<file path="config.mk">
export PLATFORM = sky130hd
export DESIGN_NAME = dino_hit_detect
export DESIGN_NICKNAME = d
export VERILOG_FILES = /design/src/rtl/dino_hit_detect.sv
export SDC_FILE = /design/constraint.sdc
export NUM_CORES = 1
export LEC_CHECK = 0
export CAP_MARGIN = 20
export CORE_ASPECT_RATIO = 0.9
export CORE_MARGIN = 2
export CORE_UTILIZATION = 40
export DETAILED_ROUTE_END_ITERATION = 8
export GPL_TIMING_DRIVEN = 0
export PLACE_DENSITY = 0.77
export SLEW_MARGIN = 20
export SYNTH_ARGS = -nofsm -noshare
export SYNTH_HDL_FRONTEND = slang
export SYNTH_SLANG_ARGS = --single-unit
</file>
<file path="constraint.sdc">
create_clock -name clk -period 5.9 [get_ports clk]
set_input_delay 0.885 -clock clk [delete_from_list [all_inputs] [get_ports clk]]
set_output_delay 0.885 -clock clk [all_outputs]
set_load 0.01 [all_outputs]
</file>
<file path="src/rtl/dino_hit_detect.sv">
// dino_hit_detect: samples the dino height against the current obstacle once per frame
// tick, confirms collisions over HIT_FRAMES ticks, runs the game FSM and keeps a
// saturating 4-digit BCD score.
// Optional feature macro: DINO_HIGHSCORE_EN (keeps a best-score register).
module dino_hit_detect #(
    parameter int FLOOR_Y    = 101,
    parameter int DINO_X     = 20,
    parameter int DINO_W     = 12,
    parameter int OBS_W      = 8,
    parameter int OBS_H      = 15,
    parameter int TICK_DIV   = 400000,
    parameter int HIT_FRAMES = 2
) (
    input  logic        clk,
    input  logic        nRst,
    input  logic [7:0]  dinoY,
    input  logic [7:0]  obsX,
    input  logic        obsValid,
    input  logic        restart,
    output logic        gameOver,
    output logic        running,
    output logic        hitPulse,
    output logic [15:0] score,
    output logic [15:0] highScore
);

    localparam int CW = (TICK_DIV > 2) ? $clog2(TICK_DIV) : 1;
    localparam int HW = $clog2(HIT_FRAMES + 1);

    typedef enum logic [1:0] {IDLE, RUN, CONFIRM, OVER} state_t;

    state_t          state_q, state_d;
    logic [CW-1:0]   cnt_q;
    logic [15:0]     score_q, score_d;
    logic [HW-1:0]   hit_cnt_q, hit_cnt_d;
    logic            hit_pulse_q;
    logic            tick;
    logic            overlap;
    logic            enter_over;
    logic [7:0]      height;
    logic [8:0]      obs_x9;

    // Saturating BCD increment; 9999 holds instead of wrapping to 0000.
    function automatic logic [15:0] bcd_inc(input logic [15:0] v);
        logic [15:0] r;
        logic        c;
        r = v;
        c = 1'b1;
        if (v != 16'h9999) begin
            for (int i = 0; i < 4; i++) begin
                if (c) begin
                    if (r[i*4 +: 4] == 4'd9) begin
                        r[i*4 +: 4] = 4'd0;
                    end else begin
                        r[i*4 +: 4] = r[i*4 +: 4] + 4'd1;
                        c = 1'b0;
                    end
                end
            end
        end
        return r;
    endfunction

    assign tick = (cnt_q == CW'(TICK_DIV - 1));

    // Height above floor clamps to 0 below the floor; x math is 9-bit so obsX+OBS_W cannot wrap.
    assign height  = (dinoY >= 8'(FLOOR_Y)) ? (dinoY - 8'(FLOOR_Y)) : 8'd0;
    assign obs_x9  = {1'b0, obsX};
    assign overlap = obsValid
                  && (obs_x9 < 9'(DINO_X + DINO_W))
                  && ((obs_x9 + 9'(OBS_W)) > 9'(DINO_X))
                  && (height < 8'(OBS_H));

    // Free-running frame tick divider, untouched by restart.
    always_ff @(posedge clk or negedge nRst) begin
        if (!nRst)     cnt_q <= '0;
        else if (tick) cnt_q <= '0;
        else           cnt_q <= cnt_q + CW'(1);
    end

    // Next-state logic; restart beats a same-clk tick in every active state.
    always_comb begin
        state_d   = state_q;
        score_d   = score_q;
        hit_cnt_d = hit_cnt_q;
        case (state_q)
            IDLE: begin
                if (restart) begin
                    state_d   = RUN;
                    score_d   = 16'h0000;
                    hit_cnt_d = '0;
                end
            end
            RUN: begin
                if (restart) begin
                    state_d   = RUN;
                    score_d   = 16'h0000;
                    hit_cnt_d = '0;
                end else if (tick) begin
                    if (overlap) begin
                        hit_cnt_d = HW'(1);
                        state_d   = (HIT_FRAMES == 1) ? OVER : CONFIRM;
                    end else begin
                        score_d = bcd_inc(score_q);
                    end
                end
            end
            CONFIRM: begin
                if (restart) begin
                    state_d   = RUN;
                    score_d   = 16'h0000;
                    hit_cnt_d = '0;
                end else if (tick) begin
                    if (overlap) begin
                        hit_cnt_d = hit_cnt_q + HW'(1);
                        if ((hit_cnt_q + HW'(1)) == HW'(HIT_FRAMES)) state_d = OVER;
                    end else begin
                        hit_cnt_d = '0;
                        score_d   = bcd_inc(score_q);
                        state_d   = RUN;
                    end
                end
            end
            OVER: begin
                if (restart) begin
                    state_d   = RUN;
                    score_d   = 16'h0000;
                    hit_cnt_d = '0;
                end
            end
            default: state_d = IDLE;
        endcase
    end

    assign enter_over = (state_d == OVER) && (state_q != OVER);

    // Game state, score and hit counter registers.
    always_ff @(posedge clk or negedge nRst) begin
        if (!nRst) begin
            state_q     <= IDLE;
            score_q     <= 16'h0000;
            hit_cnt_q   <= '0;
            hit_pulse_q <= 1'b0;
        end else begin
            state_q     <= state_d;
            score_q     <= score_d;
            hit_cnt_q   <= hit_cnt_d;
            hit_pulse_q <= enter_over;
        end
    end

`ifdef DINO_HIGHSCORE_EN
    logic [15:0] hs_q;

    // Best score latched on game end; BCD digits compare correctly as binary.
    always_ff @(posedge clk or negedge nRst) begin
        if (!nRst)                               hs_q <= 16'h0000;
        else if (enter_over && (score_q > hs_q)) hs_q <= score_q;
    end

    assign highScore = hs_q;
`else
    assign highScore = 16'h0000;
`endif

    assign gameOver = (state_q == OVER);
    assign running  = (state_q == RUN) || (state_q == CONFIRM);
    assign hitPulse = hit_pulse_q;
    assign score    = score_q;

endmodule

</file>
After elaboration in Yosys (flattened, before gate mapping)
Cells that the tools add are included.
{ "word_totals": {"ff_bits": 40} }
{ "op_classes": {"n_addsub": 8, "magnitude_cmp": 4, "n_eq_ne": 26, "muxes": 72, "n_reduce_logical": 12} }
{ "ops": {"columns": ["cell", "n"], "rows": [
  ["$mux 16", 9],
  ["$pmux 16 s3", 1],
  ["$mux 4", 10],
  ["$ne 3x3->1 const B", 13],
  ["$mux 1", 33],
  ["$mux 2", 15],
  ["$reduce_and 9->1", 3],
  ["$add 19x1->19 const B", 1],
  ["$eq 19x19->1 const B", 1],
  ["$mux 19", 1],
  ["$add 4x1->4 const B", 4],
  ["$eq 4x4->1 const B", 4],
  ["$ne 16x16->1 const B", 1],
  ["$pmux 2 s3", 2],
  ["$add 8x4->9 const B", 1],
  ["$gt 9x5->1 const B", 1],
  ["$eq 2x2->1 const B", 4],
  ["$ge 8x7->1 const B", 1],
  ["$lt 8x4->1 const B", 1],
  ["$lt 8x6->1 const B", 1],
  ["$mux 8", 1],
  ["$sub 8x7->8 const B", 1],
  ["$reduce_and 7->1", 1],
  ["$logic_and 1x1->1", 4],
  ["other kinds (8)", 8]
]} }

Longest topological paths before layout
{ "logic_depth": {"word_depth": 26, "ltp_mapped": 8} }

Worst setup path after synthesis
OpenSTA, ideal clock, no wires.
{ "synth_path": {"path_kind": "in2reg", "from": "in obsX[3]", "to": "reg score_q[0] (netlist: score[0])", "arrival_ns": 2.781, "required_ns": 5.775, "path_slack_ns": 2.994, "stages": 7, "n_path_buf": 0, "path_cell_list": "inv_1 ha_1 or4b_1 o311ai_4 o211a_4 nand2b_4 mux2_4"} }
{ "synth_between": {"elab_chain_len": 6, "elab_cells_between_ends": 9, "cone_classes": "1 x add/sub; 2 x order compare; 2 x eq/ne; 4 x reduce/logical"} }
{ "synth_rtl": {"columns": ["item", "line", "source"], "rows": [
  ["start, declared", "17", "input logic [7:0] obsX,"],
  ["$add 8x4->9 or $lt 8x6->1 (tied branches)", "71, 70", null],
  ["$gt 9x5->1 or $logic_and 1x1->1 (tied branches)", "71, 70", null],
  ["$logic_and 1x1->1 (*)", "71", "&& ((obs_x9 + 9'(OBS_W)) > 9'(DINO_X))"],
  ["$logic_and 1x1->1 (*)", "72", "&& (height < 8'(OBS_H));"],
  ["$ne 3x3->1 (no line)", null, null],
  ["$reduce_and 7->1 (no line) (*)", null, null],
  ["end signal, assigned", "146", "score_q <= score_d;"],
  ["end, declared", "34", "logic [15:0] score_q, score_d;"]
]} }
Mark *: on every way between the ends. The rest lies on a longest branch, timed or not.
A chain may end at the register's enable or synchronous reset.

Worst setup path after layout
{ "layout_path": {"from": "in obsX[3]", "to": "reg score_q[4] (netlist: score[4])"} }
{ "layout_between": {"elab_chain_len": 6, "elab_cells_between_ends": 9, "cone_classes": "1 x add/sub; 2 x order compare; 2 x eq/ne; 4 x reduce/logical"} }
{ "layout_rtl": {"columns": ["item", "line"], "rows": [
  ["$add 8x4->9 or $lt 8x6->1 (tied branches)", "71, 70"],
  ["$gt 9x5->1 or $logic_and 1x1->1 (tied branches)", "71, 70"],
  ["$logic_and 1x1->1 (*)", "71"],
  ["$logic_and 1x1->1 (*)", "72"],
  ["$ne 3x3->1 (no line)", null],
  ["$reduce_and 9->1 (no line) (*)", null]
]} }
Marked as above.

==> impl_summary.md <==
Outcome
The run finished with clean final reports.

Clock tree
The number of buffers added to fix hold violations after cts is 0. After clock tree synthesis, the clock-pin slew on the worst setup and hold paths is 80 ps. After clock tree synthesis, the repair step resized 0 gates. The worst-skew pair later-pin latency is 290 ps.

Counting along the longest clock path gives a buffer depth of 2. The cell chosen for the clock root is clkbuf_8. The clock net in this run drives a total of 40 sinks. The total setup buffers inserted after CTS is 0. The CTS tree is built.

The total CTS buffers is 5. The H-tree was split into 2 levels.

Layout
Cells fill 51.1% of the core in the end. The ratio of cells with drive above 1 in the final layout is 12.0%. Compared with the post-synthesis result, the final layout area differs by 24.1%. The count of nets after finishing is 378. The number of inserted diodes is 0. The finished layout holds 431 standard cells, fillers aside.

Setup path
The highest net fanout along the worst path is 5. At the worst endpoint, the required time is 6080 ps. The data arrival time at the worst-slack endpoint is 3520 ps. By startpoint and endpoint, the worst setup path is classified as input port to flip-flop. The worst setup path is launched from an input port. The endpoint kind of the worst setup timing path is a flip-flop.

GRT
The initial antenna violation count came to 0. The maximum number of pins on one net before global-route repair is 22. The number of global-route vias before repair was 2,057. Summed over all layers, the global routing overflow is 0. The total track usage is 14.9%.

The first global-routing pass estimated 9.15 mm of wire.

Detailed routing
The first routing iteration left 101 violations. The routed layout has 2,208 vias. After detailed routing, the number of vias per cell comes to 5.12. The number of nets with antenna violations after detailed routing is 0. For this run, design rule violations remaining after detail routing come to 0.

The total detailed-routing wirelength is 5.47 mm. The pre-antenna-repair detailed-routing pass consisted of 4 iterations. The final routed wire length divided by cell count is 12.7 um.

Synthesis
The most common cell in the synthesized netlist is dfrtp_1. The netlist area before placement is 0.00271 sq mm. The mean instance size in the synthesized netlist is 9.69 sq um. After synthesis the netlist holds a flip-flop and latch count of 40. The synthesized netlist devotes 22.2% of its cell area to simple gates. The largest family of logic cells by synthesized area is simple AND/OR/NAND/NOR gates. Sequential elements use 36.9% of the synthesized area.

dfrtp_1 takes more of the synthesized area than any other cell. The number of distinct standard cells referenced by the synthesized netlist is 60. The cell count after synthesis is 280. Among all flip-flop cells after synthesis, the most frequent one is dfrtp_1.

The number of enable-type register cells in the synthesized netlist is 0. Yosys printed 0 warnings. The xor/xnor share of the synthesized area is 4.84%. The adder-cell area share of the yosys netlist is 8.30%. For this run, asynchronously set or reset flops after synthesis account for 100%.

The commonest cells after synthesis are 40 x dfrtp_1, 29 x nor2_1, 22 x nand2_1, 18 x ha_1, 18 x inv_1. The compound-gate portion of the synthesized area is 16.7%. By area the synthesized netlist is led by dfrtp_1 37%, ha_1 8.3%, buf_4 4.4%, nor2_1 4.0%, nand2_1 3.0%.

Summed over its instances, the top area cell type makes up 36.9% of the synthesized netlist area. Measured against the total synthesized area, the mux share comes to 3.55%.

Run
Max-cap violations in this run came to 0.

Power and ir drop
The share of total power dissipated in combinational logic is 35.9%. For this design the ratio of total power to cell area is 246 mW/mm^2. The switching power is 0.286 mW.

The leakage power total is 1.52 nW. The switching share of power is 34.6%. The internal portion of the total power is 0.541 mW.

The worst-case IR drop observed on VDD is 0.000103 V. The relative contribution of sequential cells to total power is 41.5%. The clock share of power is 22.6%.

Placed design
The total of buffers placed on input and output ports is 37. The number of instances in the placed design is 423. Summed over all nets, the half-perimeter wirelength after detailed placement is 4.25 mm.

At the end of routability-driven placement, the weighted congestion stood at 0.868.

STA
The maximum clock frequency is 300 MHz. The tightest hold path in the finished design has a slack of 473 ps. The transition time at the pin with the least slew margin is 643 ps. Headroom to the max-slew limit came out at 56.6%. The count of final max-slew check failures is 0. Setup repair after global routing left no endpoint under its margin. The time the final worst path needs with I/O delays and setup is 3340 ps. The hold violation count in the final report is 0. The worst setup skew after layout is 9.01 ps.

The accumulated negative setup slack is 0 ps. Of the available clock period, the critical path in the final layout requires 56.6%. Setup violations remaining at the end of the flow were counted as 0.

Worst hold path
The class of the most critical hold timing path is flip-flop to flip-flop.

Die
Measured along the y axis, the die boundary spans 82.1 um. The initial standard-cell utilization of the core is 41.2%. Measured along the x axis, the die boundary spans 90.8 um. The total number of placement rows is 28. The placeable core region is 0.00659 sq mm.

55 I/O pins were placed. The die covers 0.00746 sq mm.
==> critical path: stages <==
cell,delay (ps)
clkdlybuf4s50_1,510
inv_1,100
ha_1,290
or4b_1,570
o311ai_4,380
o2111ai_2,220
nand2_1,210
mux2_1,330
==> power groups by stage <==
stage	clock [mW]	combinational, mW	sequential (mW)
2_1_floorplan	0	0.168	0.354
3_3_place_gp	0	0.286	0.348
3_5_place_dp	0	0.298	0.350
4_1_cts	0.194	0.299	0.344
5_1_grt	0.207	0.330	0.351
6_report	0.187	0.297	0.344
==> cell families after synthesis <==
group,Yosys count
flops,40
other cells,1
xor+xnor,15
simple gates,109
fa+ha+maj,18
buf+inv,37
mux,8
compound gates,52
==> placed cells by master, fill, tap and decap left out, drive strengths merged, types with 3 or more instances in the layout <==
cell           netlist  layout
nor4                 3       3
nand4                4       4
a21oi                7       7
clkbuf               3       9
and3                 8       8
ha                  18      18
nor3                 5       5
mux2                 7       7
o2bb2ai              5       5
buf                 16      18
xor2                 8       8
conb                 1      16
inv                 18      18
nor4bb               3       3
or4b                 3       3
nand2               22      22
o21ai               11      11
o31ai                4       4
nand3               11      11
nor3b                4       4
nor2b                4       4
a22o                 4       4
xnor2                7       7
clkdlybuf4s50        0      36
nor2                29      29
o2111ai              3       3
dfrtp               40      40
==> flip-flops by register name, indices dropped and copies added (netlist names) <==
register,flops
cnt_q,19
hitPulse,1
hit_cnt_q,2
score,16
state_q,2
==> routing by layer <==
layer  GRT usage [%]  wire [um]
met3            3.99        362
met2            26.9       2700
met1            18.2       2370
met4            3.33         34
met5               0          0
==> final cells by class <==
| class | count | area (sq um) |
|---|---|---|
| well taps | 90 | 113 |
| plain buffers | 19 | 131 |
| clock buffers | 6 | 82.6 |
| fillers | 616 | 3220 |
| inverters | 18 | 67.6 |
| flip-flops and latches | 40 | 1000 |
| clock inverters | 2 | 10.0 |
| multi-input cells | 218 | 1570 |
| repair buffers | 38 | 393 |
==> final timing paths <==
kind                             end  startpoint  slack, ps  cells past startpoint
max                         score[4]     obsX[3]       2560                      8
min                         cnt_q[4]    cnt_q[4]        470                      1
max reg2reg                 score[8]  state_q[1]       3450                      8
min reg2reg                 cnt_q[4]    cnt_q[4]        470                      1
max in group asynchronous  cnt_q[13]        nRst       4880                      2
min in group asynchronous   score[2]        nRst        540                      1
==> stage by stage <==
step	instance area [sq um]	setup slack, ps	total power [mW]
3_3_place_gp	3250	2290	0.633
2_1_floorplan	2770	2990	0.521
6_report	3370	2560	0.828
5_1_grt	3370	2430	0.888
4_1_cts	3370	2560	0.837
3_5_place_dp	3270	2240	0.648
Note: power is estimated with default switching activity, not from simulation.
==> RTL edit 1: new RTL, same settings <==
Change the parameter `HIT_FRAMES` from 2 to 4.
--- a/src/rtl/dino_hit_detect.sv
+++ b/src/rtl/dino_hit_detect.sv
@@ -10,5 +10,5 @@
     parameter int OBS_H      = 15,
     parameter int TICK_DIV   = 400000,
-    parameter int HIT_FRAMES = 2
+    parameter int HIT_FRAMES = 4
 ) (
     input  logic        clk,
Check against the original RTL: no difference found for any inputs over 10 cycles, from zero or initial values and one cycle with nRst low; that may be too few to reach the edited logic, so the function may still have changed.
==> RTL edit 1 against the original RTL <==
Register-to-register slack better by 0.05 ns; total power is 8.0% lower; setup slack got worse by 0.083 ns; core utilization down 0.11 points; sequential cell count up 1; synthesized area rose by 0.69%; via count increased by 2.8%; routed wire length rose by 5.2%; clock skew down 0.0051 ns; maximum frequency down 2.4%; synthesized cell count up 3.2%; clock power shrank 8%; cell area fell by 0.22%; highest routed layer unchanged.
==> RTL edit 1: results (changes against the original RTL) <==
----------------------------------------------------
[Synth]
  Top cells by instance count after synthesis ... 41 x sky130_fd_sc_hd__dfrtp_1, 34 x sky130_fd_sc_hd__nor2_1, 19 x sky130_fd_sc_hd__ha_1
  Unique cell type count in the Yosys netlist ... 53 (-12%)
  Sequential cell area fraction in the yosys report ... 37.56% (+0.66 points)
  Largest cells by area after synthesis ... sky130_fd_sc_hd__dfrtp_1 38%, sky130_fd_sc_hd__ha_1 8.7%, sky130_fd_sc_hd__nor2_1 4.7%
  Prevailing post-synth register cell ... sky130_fd_sc_hd__dfrtp_1

[Route]
  Wire length per cell after detailed routing ... 13.14 µm (+3.5%)
  Detailed route wirelength on metal3 ... 268 µm (-26%)
  Mean number of vias per cell ... 5.183 (+1.2%)
  Wire length on met2 ... 2763 µm (+2.2%)
  Count of routing violations after the opening detailed-route iteration ... 107 (+5.9%)
  Met1 Wirelength ... 2656 µm (+12%)

[Critical path]
  Worst Setup EP ... score[12]$_DFFE_PN0P_
  Destination of the worst register-to-register timing path ... score[12]$_DFFE_PN0P_
  Worst setup startpoint ... dinoY[0]
  Cells on worst reg2reg path ... 6 (-2)
  Family with the most delay on the worst path ... compound AO/OA/AOI/OAI gates
  Max incr delay on CP ... 0.61 ns (+0.04 ns)
  Data arrival time at the worst-slack endpoint ... 3.60 ns (+0.08 ns)
  Worst R2R Setup Slack ... 3.50 ns (+0.05 ns)
  Reg2Reg Launch Point ... cnt_q[2]$_DFF_PN0_
  Master of the slowest instance on the critical path ... sky130_fd_sc_hd__a221oi_1

[Cells and area]
  Antenna cells ... 0 (unchanged)
  Filler cells ... 632 (+2.6%)
  Register name with the most flops ... cnt_q
  NumNets Final ... 388 (+2.6%)
  Share of layout cells above drive strength 1 ... 11.21% (-0.82 points)

[Placement]
  Routability Congestion ... 0.8727 (+0.60%)
  Estimated wirelength of the detail-placed design ... 4378 µm (+2.9%)

[Worst hold path]
  Type of the tightest min-delay check ... primary input to async pin

[CTS]
  TritonCTS Buffers ... 5 (unchanged)
  Clock transition at the registers of the reported paths ... 0.07 ns
  Clock root buffer master ... sky130_fd_sc_hd__clkbuf_8

[Power and ir drop]
  Cell internal power dissipation ... 0.5011 mW (-7.4%)
  Maximum vdd ir drop ... 0.1319 mV (+28%)
  Standby leakage power ... 1.505 nW (-0.89%)

[Timing]
  Clock Skews ... 0.003916 ns (-0.005098 ns)
  Worst relative slew slack ... 55.29% (-1.3 points)

[Global routing]
  Wire length of the first global-routing pass ... 10,040 µm (+9.7%)
  Pin count of the biggest net entering global routing ... 29 (+32%)
  Overall track demand over capacity in global routing ... 16.55% (+1.6 points)
  Vias in the first global route ... 2,190 (+6.5%)

[Outcome]
  Outcome ... complete, no violations

----------------------------------------------------
==> RTL edit 1: metal layers <==
metal	vias to the layer above	global-route usage (%)
met5	-	0
met3	7	3.176
met1	1081	20.95
li1	1129	-
met2	53	29.19
met4	0	5.000
==> RTL edit 1: worst min path at each step <==
stage	depth (start not counted)	to	startpoint
after global routing	1	cnt_q[14]$_DFF_PN0_	cnt_q[14]$_DFF_PN0_
after floorplan	1	cnt_q[4]$_DFF_PN0_	cnt_q[4]$_DFF_PN0_
after CTS	1	cnt_q[8]$_DFF_PN0_	nRst
after global placement	1	cnt_q[4]$_DFF_PN0_	cnt_q[4]$_DFF_PN0_
final	1	hitPulse$_DFF_PN0_	nRst
after detailed placement	1	cnt_q[4]$_DFF_PN0_	cnt_q[4]$_DFF_PN0_
==> RTL edit 1: kinds of logic after synthesis <==
| family | share of synthesized area (%) |
|---|---|
| buffers and inverters | 6.871 |
| XOR/XNOR | 5.451 |
| AO/OA/AOI/OAI | 15.80 |
| flip-flops | 37.56 |
| other | 0.1373 |
| AND/OR/NAND/NOR | 21.80 |
| multiplexers | 3.665 |
| adder cells (fa/ha/maj) | 8.704 |
==> RTL edit 1: cell type report <==
class / count / area (µm²) / area share (%)
multi-input cells: 229 / 1574 / 46.85
flip-flops and latches: 41 / 1026 / 30.54
repair buffers: 38 / 385.4 / 11.47
plain buffers: 19 / 131.4 / 3.911
well taps: 90 / 112.6 / 3.352
clock buffers: 5 / 68.82 / 2.048
inverters: 15 / 56.30 / 1.676
clock inverters: 1 / 5.005 / 0.1490
==> RTL edit 1: stage by stage <==
step           std cells  power, mW  area, µm²  hold WS [ns]  worst slack (ns)
6_report             438     0.7618       3359        0.4770             2.481
5_1_grt              438     0.8129       3359        0.4991             2.266
4_1_cts              438     0.7686       3359        0.4860             2.475
3_5_place_dp         432     0.5947       3286        0.4767             2.148
3_3_place_gp         431     0.5855       3271        0.4735             2.246
2_1_floorplan        304     0.4956       2788        0.4525             3.036
==> RTL edit 1: power groups by stage <==
stage               Sequential, mW  Combinational (mW)  Clock (mW)
global placement             0.338               0.248           0
CTS                          0.334               0.257       0.178
floorplan                    0.341               0.155           0
finish                       0.334               0.256       0.172
global route                 0.339               0.285       0.189
detailed placement           0.339               0.256           0
==> RTL edit 2: new RTL, same flow settings <==
Made on the original files. The 4 states of `state_t` get a one-hot encoding in 4 bits.
--- a/src/rtl/dino_hit_detect.sv
+++ b/src/rtl/dino_hit_detect.sv
@@ -28,5 +28,5 @@
     localparam int HW = $clog2(HIT_FRAMES + 1);
 
-    typedef enum logic [1:0] {IDLE, RUN, CONFIRM, OVER} state_t;
+    typedef enum logic [3:0] {IDLE = 4'b0001, RUN = 4'b0010, CONFIRM = 4'b0100, OVER = 4'b1000} state_t;
 
     state_t          state_q, state_d;
Formal check against the unedited RTL: same outputs for any inputs over 10 cycles, from zero or initial values and one cycle with nRst low; not proved beyond that.
==> RTL edit 2 against the original RTL <==
Cell area increased by 8.2%; non-clock buffer count increased by 7; largest power group is now combinational logic; maximum frequency decreased by 4.2%; synthesized area increased by 10%; setup slack got worse by 0.15 ns; total power increased by 18%; sequential cell count increased by 2; routed wire length increased by 16%; critical path type unchanged.
==> RTL edit 2: results (changes against the original RTL) <==
----------------------------------------------------
[Outcome]
  Outcome ... complete, no violations

[Synth]
  Area fraction in compound gates after synthesis ... 18.50% (+1.8 points)
  Cell count after synthesis ... 312 (+11%)
  Post-synthesis mux area share ... 1.842% (-1.7 points)
  Largest cells by area after synthesis ... sky130_fd_sc_hd__dfrtp_1 34%, sky130_fd_sc_hd__ha_1 6.3%, sky130_fd_sc_hd__buf_4 4.5%
  Top cells by instance count after synthesis ... 41 x sky130_fd_sc_hd__dfrtp_1, 28 x sky130_fd_sc_hd__nor2_1, 25 x sky130_fd_sc_hd__nand2_1
  Unique cell type count in the Yosys netlist ... 72 (+20%)
  Adder-cell share of the synthesized area ... 6.279% (-2.0 points)
  Sequential cell area fraction in the yosys report ... 35.20% (-1.7 points)
  Xor/xnor share of the synthesized area ... 5.818% (+0.98 points)

[Critical path]
  Worst R2R Setup Slack ... 3.38 ns (-0.07 ns)
  Reg2Reg Launch Point ... state_q[0]$_DFF_PN1_
  Data arrival time at the worst-slack endpoint ... 3.67 ns (+0.15 ns)
  Crit Path Max Fanout ... 8 (+3)
  Destination of the worst register-to-register timing path ... score[0]$_DFFE_PN0P_
  Cells on worst reg2reg path ... 7 (-1)

[Placement]
  Cell Count Post-Placement ... 459 (+8.5%)
  Routability Congestion ... 0.8044 (-7.3%)
  IO buf count ... 38 (+2.7%)
  Estimated wirelength of the detail-placed design ... 4856 µm (+14%)
  Post-Place Worst Slack ... 2.106 ns (-0.1345 ns)

[Global routing]
  Pin count of the biggest net entering global routing ... 26 (+18%)
  Vias in the first global route ... 2,363 (+15%)
  Wire length of the first global-routing pass ... 10,700 µm (+17%)
  Overall track demand over capacity in global routing ... 16.16% (+1.2 points)

[Power and ir drop]
  Standby leakage power ... 1.569 nW (+3.3%)
  Maximum vdd ir drop ... 0.1638 mV (+58%)

[Route]
  Routed WL ... 6347 µm (+16%)
  Mean number of vias per cell ... 5.392 (+5.2%)
  Count of routing violations after the opening detailed-route iteration ... 97 (-4.0%)

[Worst hold path]
  Hold path endpoint ... cnt_q[18]$_DFF_PN0_
  Hold path start ... cnt_q[18]$_DFF_PN0_

[Timing]
  Min Clock Period, post-route ... 3.484 ns (+0.1472 ns)
  Measured slew at the worst slew-check pin ... 0.6703 ns (+0.02732 ns)

[Cells and area]
  NumNets Final ... 408 (+7.9%)
  Share of layout cells above drive strength 1 ... 15.24% (+3.2 points)

----------------------------------------------------
RTL edit 2: cell count changes after synthesis, sizes merged, moves of 4 or more:
cell	change
nand3	+6
mux2	-4
o2bb2ai	-4
and3	-7
and2	+4
and4	+4
nor3	+4
xor2	+6
buf	+6
o21ai	+6
a22o	-4
RTL edit 2: through the flow:
stage / power, mW / instance area (µm²) / hold slack, ns
3_5_place_dp: 0.7931 / 3557 / 0.4890
3_3_place_gp: 0.7756 / 3542 / 0.4738
2_1_floorplan: 0.6468 / 3045 / 0.4480
6_report: 0.9742 / 3643 / 0.5082
4_1_cts: 0.9798 / 3643 / 0.5077
5_1_grt: 1.036 / 3643 / 0.5456
RTL edit 2: cell families (layout without fill, tap and decap cells):
kind of cell	Yosys count	in the layout
other	1	16
AOI/OAI and AO/OA	62	62
muxes	4	4
and+or+nand+nor	129	129
xor gates and xnor gates	19	19
DFF	42	42
adders and majority gates	15	15
buffers and inverters	40	87
RTL edit 2: layout make-up:
cell class / count / area (µm²)
fill: 671 / 3505
multi-input combinational: 245 / 1769
sequential: 42 / 1052
timing repair buffer: 39 / 395.4
buffer: 25 / 167.7
tap: 93 / 116.4
clock buffer: 6 / 72.57
inverter: 15 / 56.30
clock inverter: 2 / 13.76
RTL edit 2: metal layers:
metal	part of all wire (%)	up-vias	track usage, %
li1	-	1237	-
met2	47	65	26.06
met1	47	1208	22.65
met3	4.9	8	2.373
met4	1.2	0	4.348
met5	0	-	0
RTL edit 2: where the power goes:
group,internal [mW],total (mW),leakage (nW),switching [mW]
logic,0.192,0.419,0.960,0.227
clock network,0.0835,0.184,0.0452,0.101
registers,0.323,0.370,0.564,0.0476
